**src/rtl/log_arbiter_pkg.sv**
```systemverilog
// log_arbiter_pkg: shared FSM state type and default sizing for log_arbiter
package log_arbiter_pkg;
  typedef enum logic [1:0] {IDLE, CALC, RESP} state_t;
  localparam int N_REQ_DEF = 4;
  localparam int NUM_W_DEF = 8;
  localparam int POW_W_DEF = $clog2(NUM_W_DEF);
endpackage

```
**src/rtl/get_pow.sv**
```systemverilog
// get_pow: log2 of an operand as the index of its highest set bit (0 for zero)
module get_pow import log_arbiter_pkg::*; #(
  parameter int NUM_W = NUM_W_DEF,
  parameter int POW_W = POW_W_DEF
) (
  input  logic [NUM_W-1:0] number,
  output logic [POW_W-1:0] pow
);
  always_comb begin
    pow = '0;
    for (int i = 0; i < NUM_W; i++) pow = number[i] ? POW_W'(i) : pow;
  end
endmodule

```
**src/rtl/log_arbiter.sv**
```systemverilog
// log_arbiter: round-robin share of one get_pow unit; LOG_ARBITER_ONEHOT_CHECK_EN enables the one-hot operand check
module log_arbiter import log_arbiter_pkg::*; #(
  parameter int N_REQ = N_REQ_DEF,
  parameter int NUM_W = NUM_W_DEF,
  parameter int POW_W = POW_W_DEF
) (
  input  logic                       clk,
  input  logic                       rst,
  input  logic [N_REQ-1:0]           req_valid,
  input  logic [N_REQ*NUM_W-1:0]     req_num,
  output logic [N_REQ-1:0]           req_ready,
  output logic                       rsp_valid,
  output logic [$clog2(N_REQ)-1:0]   rsp_id,
  output logic [POW_W-1:0]           rsp_pow,
  output logic                       rsp_err,
  input  logic                       rsp_ready
);
  localparam int ID_W = $clog2(N_REQ);
  state_t           state;
  logic [ID_W-1:0]  rr_ptr;
  logic [ID_W-1:0]  gnt_id;
  logic [NUM_W-1:0] num_q;
  logic [POW_W-1:0] pow_raw;
  logic [POW_W-1:0] pow_chk;
  logic             err;
  // Scan offsets high to low so the smallest offset from p wins.
  function automatic logic [N_REQ-1:0] rr_pick(input logic [N_REQ-1:0] v, input logic [ID_W-1:0] p);
    logic [N_REQ-1:0] g;
    logic [ID_W-1:0]  idx;
    g = '0;
    for (int k = N_REQ - 1; k >= 0; k--) begin
      idx = ID_W'((int'(p) + k) % N_REQ);
      if (v[idx]) begin
        g = '0;
        g[idx] = 1'b1;
      end
    end
    return g;
  endfunction
  assign req_ready = (state == IDLE && !rst) ? rr_pick(req_valid, rr_ptr) : '0;
  always_comb begin
    gnt_id = '0;
    for (int i = 0; i < N_REQ; i++) gnt_id = req_ready[i] ? ID_W'(i) : gnt_id;
  end
  get_pow #(.NUM_W(NUM_W), .POW_W(POW_W)) u_get_pow (.number(num_q), .pow(pow_raw));
`ifdef LOG_ARBITER_ONEHOT_CHECK_EN
  assign err     = (num_q == '0) || ((num_q & (num_q - NUM_W'(1))) != '0);
  assign pow_chk = err ? '0 : pow_raw;
`else
  assign err     = 1'b0;
  assign pow_chk = pow_raw;
`endif
  always_ff @(posedge clk) begin
    if (rst) begin
      state     <= IDLE;
      rr_ptr    <= '0;
      num_q     <= '0;
      rsp_valid <= 1'b0;
      rsp_id    <= '0;
      rsp_pow   <= '0;
      rsp_err   <= 1'b0;
    end else begin
      case (state)
        IDLE: if (|req_ready) begin
          num_q  <= req_num[gnt_id*NUM_W +: NUM_W];
          rsp_id <= gnt_id;
          rr_ptr <= (gnt_id == ID_W'(N_REQ - 1)) ? '0 : gnt_id + 1'b1;
          state  <= CALC;
        end
        CALC: begin
          rsp_pow   <= pow_chk;
          rsp_err   <= err;
          rsp_valid <= 1'b1;
          state     <= RESP;
        end
        RESP: if (rsp_ready) begin
          rsp_valid <= 1'b0;
          state     <= IDLE;
        end
        default: state <= IDLE;
      endcase
    end
  end
endmodule

```
**config.mk**
```make
export PLATFORM = sky130hd
export DESIGN_NAME = log_arbiter
export DESIGN_NICKNAME = d
export VERILOG_FILES = /design/src/rtl/log_arbiter_pkg.sv /design/src/rtl/get_pow.sv /design/src/rtl/log_arbiter.sv
export SDC_FILE = /design/constraint.sdc
export NUM_CORES = 1
export LEC_CHECK = 0
export ABC_AREA = 1
export BUFFER_PORTS_ARGS = -buffer_cell sky130_fd_sc_hd__buf_2
export CORE_MARGIN = 8
export CORE_UTILIZATION = 55
export CTS_CLUSTER_SIZE = 20
export DETAILED_ROUTE_END_ITERATION = 6
export PLACE_DENSITY = 0.85
export SLEW_MARGIN = 5
export SYNTH_ARGS = -nofsm -noshare
export SYNTH_HDL_FRONTEND = slang
export SYNTH_SLANG_ARGS = --single-unit
```
**constraint.sdc**
```tcl
create_clock -name clk -period 4.8 [get_ports clk]
set_clock_uncertainty 0.1 [all_clocks]
set_input_delay 0.48 -clock clk [delete_from_list [all_inputs] [get_ports clk]]
set_output_delay 0.48 -clock clk [all_outputs]
set_load 0.005 [all_outputs]
```
# Yosys cells after proc, flatten, opt, wreduce, memory -nomap -nowiden
# Cells that the tools add are included.
op_classes:
  addsub: 4
  multipliers: 0
  div_mod_pow: 0
  magnitude_cmp: 8
  eq_ne: 5
  shifts: 1
  muxes: 37
  bitwise: 0
  n_reduce_logical: 12
op_table:
  columns: ["op", "count"]
  rows:
  - ["$shiftx 32x6->8", 1]
  - ["$mux 4", 5]
  - ["$mux 3", 6]
  - ["$lt 2x3->1 const B", 4]
  - ["$mux 1", 11]
  - ["$mux 2", 5]
  - ["$bmux 1 s2", 4]
  - ["$demux 1 s2", 4]
  - ["$ge 2x1->1 const B", 4]
  - ["$pmux 2 s3", 1]
  - ["$reduce_and 2->1", 3]
  - ["$logic_and 1x1->1", 5]
  - ["$add 2x1->2 const B", 2]
  - ["$add 2x2->2 const B", 2]
  - ["$eq 2x2->1 const B", 2]
  - ["$reduce_or 4->1", 1]
  - ["$eq 2x1->1 const B", 1]
  - ["$logic_not 2->1", 1]
  - ["$ne 2x1->1 const B", 1]
  - ["$ne 2x2->1 const B", 1]
  - ["$pmux 1 s2", 1]
  - ["$reduce_bool 2->1", 1]
  - ["$logic_not 1->1", 1]
totals:
  register_bits: 18
  latch_bits: 0
  ramBits: 0
  rom_bits: 0
  output_inout_bits: 11
  word_cells: 73
  memories: 0

# Depth between registers and ports, before layout
# Gate-level depths: netlist (run 1).
depth:
  ltp_word: 15
  mapped_depth: 18

# By module
# A second synthesis (run 1) with hierarchy kept.
hier_totals:
  cells_unflattened: 280
  area_unflattened_um2: 1690.4
modules_own_cells:
  columns: ["module", "n_inst", "cells_each", "area_per_inst_um2", "seq_area_each_um2"]
  rows:
  - ["log_arbiter", 1, 265, 1626.6, 360.3]
  - ["get_pow", 1, 15, 63.8, 0.0]

# Worst setup path before layout (run 1)
# Ideal clock, no wire load.
synth_path:
  kind: "register to output"
  start: "register rr_ptr[1]"
  end: "output req_ready[3]"
  t_arrival_ps: 1796
  t_required_ps: 4220
  path_slack_ps: 2424
  stages_incl_launch_ff: 12
  n_path_buf: 1
  path_cell_list: "dfxtp_1 -> inv_1 -> ha_1 -> inv_1 -> nand3_1 -> nand3_1 -> nand2_2 -> nand3_2 -> nand2_4 -> nand2_8 -> buf_2 -> inv_1"
synth_between:
  elab_chain_len: 10
  word_cells_on_any_way: 36
synth_rtl:
  columns: ["element", "line_no", "rtl"]
  rows:
  - ["start: declaration", "log_arbiter.sv:20", "logic [ID_W-1:0] rr_ptr;"]
  - ["start signal: assignment", "log_arbiter.sv:67", "rr_ptr <= (gnt_id == ID_W'(N_REQ - 1)) ? '0 : gnt_id + 1'b1;"]
  - ["$add 2x2->2", "log_arbiter.sv:32", "idx = ID_W'((int'(p) + k) % N_REQ);"]
  - ["$lt 2x3->1 (implied by the code) / $ge 2x1->1 (equally long branches)", "log_arbiter.sv:35", "g[idx] = 1'b1;"]
  - ["$logic_and 1x1->1 (implied by the code)", "log_arbiter.sv:35", null]
  - ["$mux 1 (implied by the code)", "log_arbiter.sv:35", null]
  - ["$demux 1 s2", "log_arbiter.sv:35", null]
  - ["$mux 4 (3 in a row)", "log_arbiter.sv:33", "if (v[idx]) begin"]
  - ["$mux 4 *", "log_arbiter.sv:33", null]
  - ["$mux 4 *", "log_arbiter.sv:40", "assign req_ready = (state == IDLE && !rst) ? rr_pick(req_valid, rr_ptr) : '0;"]
  - ["end: declaration", "log_arbiter.sv:11", "output logic [N_REQ-1:0] req_ready,"]
# Mark *: on every way between the ends. The rest lies on a longest branch, timed or not. The select of a mux whose other input is x is not followed.

# Final worst setup path (run 1)
# Same ends and word-level chain as after synthesis.

==> impl_metrics.tcl, run 1 <==
set metrics [dict create \
    cts_max_level 1 \
    holdWs_ps 302 \
    hold_viol_final 0 \
    critPathLaunch "rr_ptr[1]" \
    fin_tns_setup_ps 0 \
    die_area_um2 4810 \
    drt_iter0_markers 82 \
    critical-path-max-stage-delay_ps 530 \
    fp.dieH_um 69.3 \
    cp_max_fo 18 \
    drv_slew 0 \
    final.min_clock_period_ps 2930 \
    syn_area_um2 1570 \
    r2r_start "rr_ptr[1]" \
    vias 1566 \
    fin_crit_sh 0.611 \
    cts_root_buffer "clkbuf_4" \
    track_usage 0.146 \
    ys_ff_latch 17 \
    pin_count 50 \
    syn_area_per_cell_um2 6.44 \
    hp-class "input pin to flip-flop" \
    layout-drive-gt1-share 0.281 \
    ys_top_cells_by_area "dfxtp_1 (22%), nand2_1 (12%), inv_1 (8.9%), nor2_1 (6.5%), ha_1 (6.4%)" \
    fillers 266 \
    antenna_found_initial 0 \
    yosys.area.top_type "dfxtp_1" \
    final_nets 333 \
    path_clk_slew_ps 90 \
    die_w_um 69.3 \
    cp-start-kind "flip-flop" \
    endpoint_kind "output pin" \
    path_common_cell "inv_1" \
    final_common_cell "nand2_1" \
    synth_cell_type_count 25 \
    worst-path-buf-inv 4 \
    grt_max_degree 23 \
    cts_tree "yes" \
    yosysWarnings 0 \
    globalplace.congestion 0.887 \
    syn-num-nets 290 \
    ctsResizeCount 0 \
    cts_buffers 3 \
    postCtsSetupRepairBufs 0 \
    core_um2 2730 \
    rows 19 \
    area_growth_pct 15.0 \
    first_global_vias 1498 \
    final_cell_mix "nand2_1 (48), buf_2 (44), inv_1 (37)" \
    grt_overflow 0 \
    min_from "rsp_ready" \
    worstPathRequired_ps 4220 \
    clk_latency_ps 280 \
    timing.fmax_mhz 341 \
    drt-vias-per-instance 4.96 \
    leakage_uw 0.00103 \
    cts.hold.buffers_added 0 \
    ir_drop_v 0.000414 \
    critical_path_arrival_ps 2350 \
    synthCells 243 \
    outcome "completed" \
    ys_seq_area_frac 0.217 \
    cpMaxStageDelayCell "dfxtp_1" \
    drt-pass1-iter-count 4 \
    synth_top_area_frac 0.217 \
    initial_core_util 0.573 \
    n_antenna_cell 0 \
    cts_buffer_depth 2 \
    dpl.hpwl_um 2830 \
    portBuffers 44 \
    setup_viol 0 \
    clock-sinks 17 \
    drtAntennaViolNets 0 \
    power_density_nw_per_um2 632 \
    cp_top_family "simple AND/OR/NAND/NOR gates" \
    remaining_drc_errors 0 \
    grt_pass1_wl_um 6290 \
    rsz0062_at_grt "false" \
    max-cap-violations 0 \
    routedWlPerCell_um 10.9 \
    wl_um 3450 \
    crit_path_cell_trace "inv_1, ha_1, inv_1, nand3_1, nand3_1, nand2_2, nand3_2, nand2_4, nand2_8, inv_1, buf_2" \
    crit_type "flip-flop to output pin" \
]
per-layer routing:
| layer | wire length, um | track usage | up-vias |
|---|---|---|---|
| met5 | 0 | 0 | - |
| met4 | 46 | 0.0410 | 0 |
| met3 | 150 | 0.0258 | 5 |
| met2 | 1610 | 0.239 | 40 |
| met1 | 1650 | 0.189 | 674 |
| li1 | - | - | 847 |
area by class of cell:
type	instances	area (um^2)	area share
Timing Repair Buffer	44	220	0.122
Multi-Input combinational cell	177	1010	0.563
Clock buffer	4	26.3	0.0146
Sequential cell	17	340	0.189
Tap cell	31	38.8	0.0215
Inverter	43	161	0.0896
logic make-up after synthesis:
| kind of cell | share of synthesized area |
|---|---|
| flops | 0.217 |
| fa+ha+maj | 0.0640 |
| buf+inv | 0.135 |
| compound gates | 0.137 |
| other cells | 0.00240 |
| simple gates | 0.444 |
per-stage QoR:
| stage | area [um^2] | util | power (uW) | setup slack, ps | std cells |
|---|---|---|---|---|---|
| floorplan | 1570 | - | 936 | 2420 | 243 |
| global placement | 1770 | 0.649 | 1050 | 2220 | 312 |
| detailed placement | 1770 | 0.649 | 1070 | 2130 | 312 |
| CTS | 1800 | 0.659 | 1150 | 1860 | 316 |
| global route | 1800 | 0.659 | 1280 | 1630 | 316 |
| finish | 1800 | 0.659 | 1140 | 1870 | 316 |
state kept, by name, summed over array words and instances, names as in the netlist:
register and cells:
num_q 7, rr_ptr 2, rsp_id 2, rsp_pow 3, rsp_valid 1, state 2
report_power, final:
group	internal (uW)	switching (uW)	total (uW)
clock	32.3	40.6	72.9
combinational	294	527	822
sequential	199	43.6	242
cell usage after synthesis:
cell type,instances
nand2_1,48
inv_1,37
nor2_1,27
a21oi_1,17
dfxtp_1,17
nand3_1,17
o21ai_1,11
nand2_2,10
nand3b_1,9
ha_1,8
nand3_2,8
o21ai_0,7
inv_2,6
nand2_4,5
buf_6,3
nand2_8,2
nor3_1,2
o21bai_1,2
a21oi_4,1
a311oi_1,1
buf_1,1
buf_2,1
buf_4,1
conb_1,1
nor2_4,1
worst paths after layout:
path              cells after the start      endpoint  slack (ps)
hold / removal                        2     rsp_valid         300
hold reg to reg                       2     rsp_id[0]         370
setup reg to reg                     15      num_q[2]        2100
setup / recovery                     11  req_ready[3]        1870
No activity file was read; power rests on OpenSTA's default activity.
==> run 2: changes to the inputs <==
Settings changed: CORE_UTILIZATION 55 to 46, PLACE_DENSITY 0.85 to 0.76.
Clock period 4.8 ns to 2.38 ns, I/O delays scaled along.
==> run 2 against run 1 <==
Power rose by 120%. Global-route usage fell by 1.6 points. Worst setup slack got worse by 1700 ps. Via count is 3.5% higher. Critical path depth unchanged. Largest power group unchanged. Highest routed layer unchanged. First-iteration DRC count grew 17%. Sequential cell count is the same. Routed wire length up 4.7%. Design area grew 7.2%.
==> impl_metrics.tcl, run 2 (synthesis gave the netlist of run 1 again) <==
set metrics [dict create \
    first_global_vias 1460 \
    max-cap-violations 0 \
    worst-path-buf-inv 4 \
    n_antenna_cell 0 \
    finalWorstSetupSlack_ps 158 \
    endpoint_kind "output pin" \
    drt-vias-per-instance 4.74 \
    power_frac_clock 0.061 \
    cp_max_fo 7 \
    largest_reg_flops 7 \
    grt_overflow 0 \
    critical_path_arrival_ps 1880 \
    remaining_drc_errors 0 \
    power.share.combinational 0.751 \
    path_common_cell "inv_1" \
    cts_root_buffer "clkbuf_4" \
    cp-start-kind "flip-flop" \
    pin_count 50 \
    holdWs_ps 51.6 \
    cts_buffers 3 \
    critical-path-max-stage-delay_ps 340 \
    dpl.hpwl_um 2850 \
    die_w_um 74.3 \
    pre_cts_slack_ps 113 \
    core_um2 3310 \
    p_int_uw 1180 \
    track_usage 0.129 \
    final_common_cell "nand2_1" \
    final_nets 344 \
    regMostFlops "num_q" \
    path_clk_slew_ps 90 \
    grt_max_degree 23 \
    globalplace.congestion 0.875 \
    grt_pass1_wl_um 5890 \
    layout-drive-gt1-share 0.324 \
    antenna_found_initial 0 \
    seqPwrFrac 0.188 \
    setup_viol 0 \
    outcome "completed" \
    cts_buffer_depth 2 \
    clock-sinks 17 \
    p_sw_frac 0.521 \
    drt_iter0_markers 96 \
    crit_path_cell_trace "inv_1, ha_4, inv_1, nand3_2, nand2_4, o21ai_0, o21bai_1, nand2_1, nand2_1, inv_1, buf_2" \
    power_density_nw_per_um2 1280 \
    hp-class "input pin to flip-flop" \
    vias 1621 \
    cpMaxStageDelayCell "dfxtp_1" \
    area_growth_pct 23.3 \
    final.min_clock_period_ps 2220 \
    portBuffers 44 \
    leakage_uw 0.00108 \
    fin_crit_sh 0.933 \
    die_area_um2 5520 \
    power_switching_uw 1280 \
    reg_top3 "num_q: 7 flops, rsp_pow: 3 flops" \
    worstPathRequired_ps 2040 \
    wl_um 3610 \
    final_cell_mix "nand2_1 (48), buf_2 (44), inv_1 (36)" \
    rows 21 \
    initial_core_util 0.473 \
    clk_latency_ps 290 \
    crit_type "flip-flop to output pin" \
    fp.dieH_um 74.3 \
    routedWlPerCell_um 10.6 \
    timing.fmax_mhz 450 \
    cts_tree "yes" \
    drtAntennaViolNets 0 \
    cts_max_level 1 \
    drt-pass1-iter-count 6 \
    drv_slew 0 \
    cp_top_family "simple AND/OR/NAND/NOR gates" \
    ir_drop_v 0.000573 \
    hold_viol_final 0 \
    power_uw 2470 \
]
run 2: changes by cell type in the layout (fill, tap and decap cells not counted), sizes merged:
cell	before	now
buf	44	55
clkinvlp	0	1
inv	43	42
run 2: path summary, 6_finish.rpt:
check,from,endpoint,slack (ps),depth (start not counted)
setup / recovery,rr_ptr[1],req_ready[0],160,11
hold / removal,rsp_ready,rsp_valid,50,2
setup reg to reg,rr_ptr[1],num_q[6],220,14
hold reg to reg,rsp_id[1],rsp_id[1],380,2
run 2: stage by stage:
step	instances	instance area [um^2]	setup TNS [ps]	util
global placement	331	1820	0	0.551
global route	342	1930	-8.47	0.583
CTS	335	1850	0	0.559
detailed placement	331	1820	0	0.551
finish	342	1930	0	0.583
floorplan	243	1570	0	-
run 2: final cells by class:
type	count	area, um^2
clock buffers	4	26.3
fillers	340	1380
inverters	43	165
multi-input cells	177	1040
flip-flops and latches	17	342
well taps	46	57.6
repair buffers	55	303
run 2: metal layers:
layer  up-vias  GRT usage  routed length, um
li1        871          -                  -
met3         5     0.0256                246
met1       706      0.158               1600
met4         0     0.0522                 58
met2        39      0.216               1710
met5         -          0                  0
run 2: repair_timing:
| item | CTS | global route |
|---|---|---|
| buffers inserted | 0 | 7 |
| resized for setup | 0 | 5 |
| hold buffers | 0 | 0 |
| setup endpoints to repair | 0 | 13 |
run 2: worst register-to-register path, cell delays in order (launching register included):
cell     delay [ps]
dfxtp_1         340
inv_1            80
ha_4            280
inv_1            70
nand3_2          90
nand2_4          80
o21ai_1         120
inv_1            80
a21oi_4         240
nand2_4         200
nand2_1         100
nand2_1          50
nor2_1          150
nor2_1           50
nor2_1           80
run 2: power by group through the flow:
| stage | registers [uW] | clock network, uW | logic [uW] |
|---|---|---|---|
| after floorplan | 483 | 0 | 1410 |
| after global placement | 467 | 0 | 1700 |
| after detailed placement | 467 | 0 | 1730 |
| after CTS | 463 | 152 | 1730 |
| after global routing | 478 | 166 | 2100 |
| final | 464 | 151 | 1850 |
